### src/rtl/mem_port_arbiter_if.sv
// Requester-side and memory-side handshake bundle shared by the memory port arbiter.
// The arbiter connects through the master modport and its environment through the slave modport.
interface mem_port_arbiter_if #(
  parameter int NUM_REQ = 2,
  parameter int ADDR_W  = 32,
  parameter int XLEN    = 32
);
  logic [NUM_REQ-1:0]        req_valid;
  logic [NUM_REQ-1:0]        req_we;
  logic [NUM_REQ*ADDR_W-1:0] req_addr;
  logic [NUM_REQ*XLEN-1:0]   req_wdata;
  logic [NUM_REQ-1:0]        req_ready;
  logic [XLEN-1:0]           req_rdata;
  logic                      mem_req;
  logic                      mem_we;
  logic [ADDR_W-1:0]         mem_addr;
  logic [XLEN-1:0]           mem_wdata;
  logic [XLEN-1:0]           mem_rdata;
  logic                      mem_ready;

  modport master (
    input  req_valid, req_we, req_addr, req_wdata, mem_rdata, mem_ready,
    output req_ready, req_rdata, mem_req, mem_we, mem_addr, mem_wdata
  );

  modport slave (
    output req_valid, req_we, req_addr, req_wdata, mem_rdata, mem_ready,
    input  req_ready, req_rdata, mem_req, mem_we, mem_addr, mem_wdata
  );
endinterface

### src/rtl/mem_port_arbiter.sv
// Round-robin arbiter sharing one memory port between NUM_REQ requesters, with the grant
// locked across wait states, a stall-cycle counter and a sticky stuck-bus watchdog.
module mem_port_arbiter #(
  parameter int NUM_REQ = 2,
  parameter int ADDR_W  = 32,
  parameter int XLEN    = 32,
  parameter int TIMEOUT = 256
) (
  input  logic                       clk,
  input  logic                       rst,
  mem_port_arbiter_if.master         bus,
  output logic                       busy,
  output logic [$clog2(NUM_REQ)-1:0] owner_id,
  output logic                       timeout_err,
  output logic [31:0]                stall_cycles
);
  localparam int PTR_W = $clog2(NUM_REQ);
  localparam int CNT_W = $clog2(TIMEOUT + 1);

  typedef enum logic {IDLE, HOLD} state_t;

  state_t            state_q, state_d;
  logic [PTR_W-1:0]  rr_ptr_q, rr_ptr_d;
  logic [PTR_W-1:0]  owner_q, owner_d;
  logic [CNT_W-1:0]  wait_cnt_q, wait_cnt_d;
  logic              timeout_q, timeout_d;
  logic [31:0]       stall_q, stall_d;

  logic [PTR_W-1:0]  winner;
  logic [PTR_W-1:0]  scan_idx;
  logic              found;
  logic [PTR_W-1:0]  sel;
  logic              mem_req_c;
  logic [NUM_REQ-1:0] ready_vec;

  logic [ADDR_W-1:0] addr_arr  [NUM_REQ];
  logic [XLEN-1:0]   wdata_arr [NUM_REQ];

  generate
    for (genvar gi = 0; gi < NUM_REQ; gi++) begin : g_unpack
      assign addr_arr[gi]  = bus.req_addr[gi*ADDR_W +: ADDR_W];
      assign wdata_arr[gi] = bus.req_wdata[gi*XLEN +: XLEN];
    end
  endgenerate

  // Modular increment; off never exceeds NUM_REQ-1 so one subtraction suffices.
  function automatic logic [PTR_W-1:0] wrap_inc(input logic [PTR_W-1:0] base,
                                                input int unsigned off);
    int unsigned s;
    s = 32'(base) + off;
    if (s >= NUM_REQ) s = s - NUM_REQ;
    return s[PTR_W-1:0];
  endfunction

  always_comb begin
    winner   = rr_ptr_q;
    scan_idx = rr_ptr_q;
    found    = 1'b0;
    for (int i = 0; i < NUM_REQ; i++) begin
      scan_idx = wrap_inc(rr_ptr_q, i);
      if (!found && bus.req_valid[scan_idx]) begin
        winner = scan_idx;
        found  = 1'b1;
      end
    end
  end

  always_comb begin
    state_d    = state_q;
    rr_ptr_d   = rr_ptr_q;
    owner_d    = owner_q;
    wait_cnt_d = wait_cnt_q;
    timeout_d  = timeout_q;
    sel        = owner_q;
    mem_req_c  = 1'b0;
    ready_vec  = '0;

    case (state_q)
      IDLE: begin
        if (found) begin
          sel       = winner;
          mem_req_c = 1'b1;
          if (bus.mem_ready) begin
            rr_ptr_d = wrap_inc(winner, 1);
          end else begin
            owner_d    = winner;
            wait_cnt_d = CNT_W'(1);
            state_d    = HOLD;
          end
        end
      end
      HOLD: begin
        mem_req_c = 1'b1;
        if (bus.mem_ready) begin
          rr_ptr_d   = wrap_inc(owner_q, 1);
          wait_cnt_d = '0;
          state_d    = IDLE;
        end else begin
          if (wait_cnt_q < CNT_W'(TIMEOUT)) wait_cnt_d = wait_cnt_q + CNT_W'(1);
          // Flag lands on the same edge the counter reaches TIMEOUT.
          if (wait_cnt_q >= CNT_W'(TIMEOUT - 1)) timeout_d = 1'b1;
        end
      end
      default: state_d = IDLE;
    endcase

    if (rst) mem_req_c = 1'b0;
    if (mem_req_c && bus.mem_ready) ready_vec[sel] = 1'b1;

    stall_d = stall_q;
    if (mem_req_c && !bus.mem_ready && (stall_q != 32'hFFFF_FFFF)) stall_d = stall_q + 32'd1;
  end

  always_ff @(posedge clk) begin
    if (rst) begin
      state_q    <= IDLE;
      rr_ptr_q   <= '0;
      owner_q    <= '0;
      wait_cnt_q <= '0;
      timeout_q  <= 1'b0;
      stall_q    <= '0;
    end else begin
      state_q    <= state_d;
      rr_ptr_q   <= rr_ptr_d;
      owner_q    <= owner_d;
      wait_cnt_q <= wait_cnt_d;
      timeout_q  <= timeout_d;
      stall_q    <= stall_d;
    end
  end

  assign bus.mem_req   = mem_req_c;
  assign bus.mem_we    = mem_req_c & bus.req_we[sel];
  assign bus.mem_addr  = mem_req_c ? addr_arr[sel]  : '0;
  assign bus.mem_wdata = mem_req_c ? wdata_arr[sel] : '0;
  assign bus.req_ready = ready_vec;
  assign bus.req_rdata = bus.mem_rdata;

  assign busy         = (state_q == HOLD) && !rst;
  assign owner_id     = sel;
  assign timeout_err  = timeout_q;
  assign stall_cycles = stall_q;
endmodule

### src/flat_wrapper.sv
// flat-port wrapper written by rule: the top's interface ports become plain ports
module mem_port_arbiter_flat 
#(
  parameter int NUM_REQ = 2,
  parameter int ADDR_W  = 32,
  parameter int XLEN    = 32,
  parameter int TIMEOUT = 256
)
  (clk, rst, busy, owner_id, timeout_err, stall_cycles, bus_req_valid, bus_req_we, bus_req_addr, bus_req_wdata, bus_mem_rdata, bus_mem_ready, bus_req_ready, bus_req_rdata, bus_mem_req, bus_mem_we, bus_mem_addr, bus_mem_wdata);
  mem_port_arbiter_if #(.NUM_REQ(NUM_REQ), .ADDR_W(ADDR_W), .XLEN(XLEN)) bus_i ();
  input  logic clk;
  input  logic rst;
  output logic busy;
  output logic [$clog2(NUM_REQ)-1:0] owner_id;
  output logic timeout_err;
  output logic [31:0] stall_cycles;
  input wire logic [$bits(bus_i.req_valid)-1:0] bus_req_valid;
  input wire logic [$bits(bus_i.req_we)-1:0] bus_req_we;
  input wire logic [$bits(bus_i.req_addr)-1:0] bus_req_addr;
  input wire logic [$bits(bus_i.req_wdata)-1:0] bus_req_wdata;
  input wire logic [$bits(bus_i.mem_rdata)-1:0] bus_mem_rdata;
  input wire logic [$bits(bus_i.mem_ready)-1:0] bus_mem_ready;
  output wire logic [$bits(bus_i.req_ready)-1:0] bus_req_ready;
  output wire logic [$bits(bus_i.req_rdata)-1:0] bus_req_rdata;
  output wire logic [$bits(bus_i.mem_req)-1:0] bus_mem_req;
  output wire logic [$bits(bus_i.mem_we)-1:0] bus_mem_we;
  output wire logic [$bits(bus_i.mem_addr)-1:0] bus_mem_addr;
  output wire logic [$bits(bus_i.mem_wdata)-1:0] bus_mem_wdata;
  assign bus_i.req_valid = bus_req_valid;
  assign bus_i.req_we = bus_req_we;
  assign bus_i.req_addr = bus_req_addr;
  assign bus_i.req_wdata = bus_req_wdata;
  assign bus_i.mem_rdata = bus_mem_rdata;
  assign bus_i.mem_ready = bus_mem_ready;
  assign bus_req_ready = bus_i.req_ready;
  assign bus_req_rdata = bus_i.req_rdata;
  assign bus_mem_req = bus_i.mem_req;
  assign bus_mem_we = bus_i.mem_we;
  assign bus_mem_addr = bus_i.mem_addr;
  assign bus_mem_wdata = bus_i.mem_wdata;
  mem_port_arbiter #(.NUM_REQ(NUM_REQ), .ADDR_W(ADDR_W), .XLEN(XLEN), .TIMEOUT(TIMEOUT)) u_core (.clk(clk), .rst(rst), .bus(bus_i), .busy(busy), .owner_id(owner_id), .timeout_err(timeout_err), .stall_cycles(stall_cycles));
endmodule
### config.mk
export PLATFORM = sky130hd
export DESIGN_NAME = mem_port_arbiter_flat
export DESIGN_NICKNAME = d
export VERILOG_FILES = /design/src/rtl/mem_port_arbiter_if.sv /design/src/rtl/mem_port_arbiter.sv /design/src/flat_wrapper.sv
export SDC_FILE = /design/constraint.sdc
export NUM_CORES = 1
export LEC_CHECK = 0
export CAP_MARGIN = 5
export CORE_AREA = 2 2 117 119
export DETAILED_ROUTE_END_ITERATION = 8
export DIE_AREA = 0 0 119 121
export HOLD_SLACK_MARGIN = 0.05
export PLACE_DENSITY = 0.69
export SLEW_MARGIN = 20
export SYNTH_ARGS = -nofsm -noshare
export SYNTH_HDL_FRONTEND = slang
export SYNTH_SLANG_ARGS = --single-unit
### constraint.sdc
create_clock -name clk -period 2.7 [get_ports clk]
set_input_delay 0.405 -clock clk [delete_from_list [all_inputs] [get_ports clk]]
set_output_delay 0.405 -clock clk [all_outputs]
set_load 0.02 [all_outputs]
==> reports/qor.yml <==
run_status:
  outcome: "completed"
worst_hold_path:
  worstHoldStart: "u_core.timeout_err"
  hold_path.class: "flop to flop"
  hold_depth: 2
  hold_end: "u_core.timeout_err"
final_layout:
  drive_gt1_frac: 0.130
  layout.nets: 905
  seq_area_um2: 901
  final_area_mm2: 0.00603
  layout_common_cells: "clkdlybuf4s50_1, nand2_1, a21oi_1"
  areaGrowthSynthToFinish_pct: 75.4
  layout_commonest_cell: "clkdlybuf4s50_1"
  fillers: 1321
  finalNonFillerCells: 914
  post-route-util: 0.461
  multi_input_area_mm2: 0.00213
timing:
  worst_pin_slew_ns: 0.568
  rsz0062_at_grt: "false"
  drv_slew: 0
  fin_crit_ns: 2.62
  max_freq_mhz: 381
  hold_ws_ns: 0.477
  relSlewSlack: 0.618
  fin_ws_ns: 0.0771
  period_share: 0.971
  hold_viol_final: 0
  fin_skew_ns: 0.00739
  fin_tns_setup_ns: 0
  setup-violations-final: 0
die:
  fp.dieW_um: 119
  row_count: 42
  die-area_mm2: 0.0144
  initial_core_util: 0.263
  io_pins: 302
  die_h_um: 121
  core-area_mm2: 0.0131
drt:
  wl_mm: 15.0
  num_vias: 4390
  first_iter_violations: 271
  antenna_left: 0
  post-route-drc-count: 0
  dr.pass1.iters: 4
  viasPerCell: 4.80
  routedWlPerCell_um: 16.4
power:
  p_total_mw: 2.17
  p_leak_nw: 2.49
  p_per_area_mw_per_mm2: 359
  ir_drop_mv: 0.347
cts:
  ctsHoldBuffers: 0
  htreeDepth: 2
  cts_made_buffers: 5
  path_clk_slew_ns: 0.07
  cts_setup_buffers: 0
  insertion_delay_ns: 0.29
  cts.sinks: 45
  cts_tree: "done"
  clockRootBuffer: "clkbuf_16"
  clockBufferDepth: 2
synthesis:
  avgSynthCellArea_um2: 6.53
  synth_top_area_cell: "dfxtp_1"
  ys_top_cells_by_area: "dfxtp_1, nand2_1, a21oi_1, buf_4, nor2_1"
  synth_edf_count: 0
  synthArstFlopShare: 0
  ys_warn_count: 0
  synth_seq_cells: 45
  ys.flop_type: "dfxtp_1"
  yosysTopAreaCellShare: 0.262
  ys_types: 45
  synthCells: 526
  synthesis.area_mm2: 0.00344
  seq_area_frac_synth: 0.262
  synth_nets: 696
placed_design:
  placed_cell_area_mm2: 0.00600
  place.port_buffers: 237
  dp_hpwl_mm: 12.1
  dp.cells: 904
  gp_congestion: 0.860
  pre_cts_ws_ns: -0.318
run:
  cap_violations: 0
global_routing:
  grt-ovfl-total: 0
  antenna_found_initial: 1
  grt_pass1_wl_mm: 22.3
  grt_max_degree: 37
  grt_pass1_vias: 4089
  grt_usage: 0.195
critical_path:
  path_max_fanout: 11
  r2r_slack_ns: 0.47
  cp-end-kind: "output pin"
  crit_family: "buffers and inverters"
  critical-path-max-stage-delay_ns: 0.53
  critPathBufInv: 4
  crit_path_start_kind: "input port"
  r2r_end: "u_core.stall_cycles[27]"
  rr_worst_depth: 5
  crit_path_top_delay_cell: "clkdlybuf4s50_1"
  crit_required_ns: 2.30
  worstPathCellList: "clkdlybuf4s50_1 -> or3_1 -> nand2b_2 -> buf_4 -> inv_1 -> clkdlybuf4s50_1"
  path_common_cell: "clkdlybuf4s50_1"
  arrival_ns: 2.22
  timing.rr.start: "u_core.stall_cycles[7]"
  crit_type: "input port to output pin"
## final cells by class
cell class | count | share of cell area
repair buffers | 268 | 0.424
multi-input cells | 405 | 0.354
flip-flops and latches | 45 | 0.149
well taps | 176 | 0.0365
clock buffers | 7 | 0.0237
inverters | 10 | 0.00623
clock inverters | 1 | 0.00498
diodes | 2 | 0.000830
## kinds of logic (layout without fill, tap and decap cells)
| kind of cell | count (synthesis) | count (layout) | share of synthesized area |
|---|---|---|---|
| adder cells (fa/ha/maj) | 3 | 3 | 0.0109 |
| multiplexers | 11 | 11 | 0.0331 |
| buffers and inverters | 76 | 286 | 0.122 |
| AND/OR/NAND/NOR | 269 | 269 | 0.366 |
| XOR/XNOR | 16 | 16 | 0.0408 |
| other | 0 | 2 | 0 |
| AO/OA/AOI/OAI | 106 | 106 | 0.165 |
| flip-flops | 45 | 45 | 0.262 |
## sequential cells by signal, indices dropped and copies added, names as in the netlist
name and cells:
u_core.rr_ptr_q 1, u_core.stall_cycles 32, u_core.state_q 1, u_core.timeout_err 1
u_core.owner_q 1, u_core.wait_cnt_q 9
## synth_stat cells (all sizes together) (5+ instances only)
cell / instances
nand2: 151
a21oi: 80
dfxtp: 45
buf: 41
nor2: 35
clkbuf: 25
nand4: 18
o21ai: 14
nand3: 11
inv: 10
or3: 10
xnor2: 10
nand2b: 9
mux2i: 8
nor3: 8
and3: 6
and4: 6
xor2: 6
nor4: 5
## where the power goes
part	switching (mW)	total [mW]	internal, mW
combinational	0.378	0.765	0.387
sequential	0.00920	0.681	0.672
clock	0.256	0.719	0.463
total	0.644	2.17	1.52
## per-layer routing
layer	track usage	share of wire
met4	0.0967	0.040
met3	0.0555	0.086
met2	0.328	0.48
met1	0.228	0.39
met5	0	0
## worst max-delay path by stage
stage / from / slack (ns) / cells after the start / endpoint
6_report: bus_req_valid[1] / 0.08 / 6 / bus_mem_req
5_1_grt: bus_req_valid[1] / 0.01 / 6 / bus_mem_req
4_1_cts: bus_req_valid[0] / 0.0002 / 10 / bus_mem_addr[19]
3_5_place_dp: bus_req_valid[0] / -0.32 / 10 / bus_mem_wdata[13]
3_3_place_gp: bus_req_valid[0] / -0.31 / 10 / bus_mem_wdata[17]
2_1_floorplan: bus_req_valid[0] / 0.48 / 6 / bus_mem_req
## what timing repair did
action / in CTS / in global routing
endpoints found under the setup margin: 63 / 65
gates resized for setup: 78 / 63
pin swaps: 0 / 0
## worst register-to-register path, stage by stage, from the launching register on
cell and delay [ns]:
dfxtp_1 0.43, and4_1 0.44, nand4_4 0.22, or4_4 0.58, or3_1 0.36, a21oi_1 0.13
(Power assumes the default switching activity.)
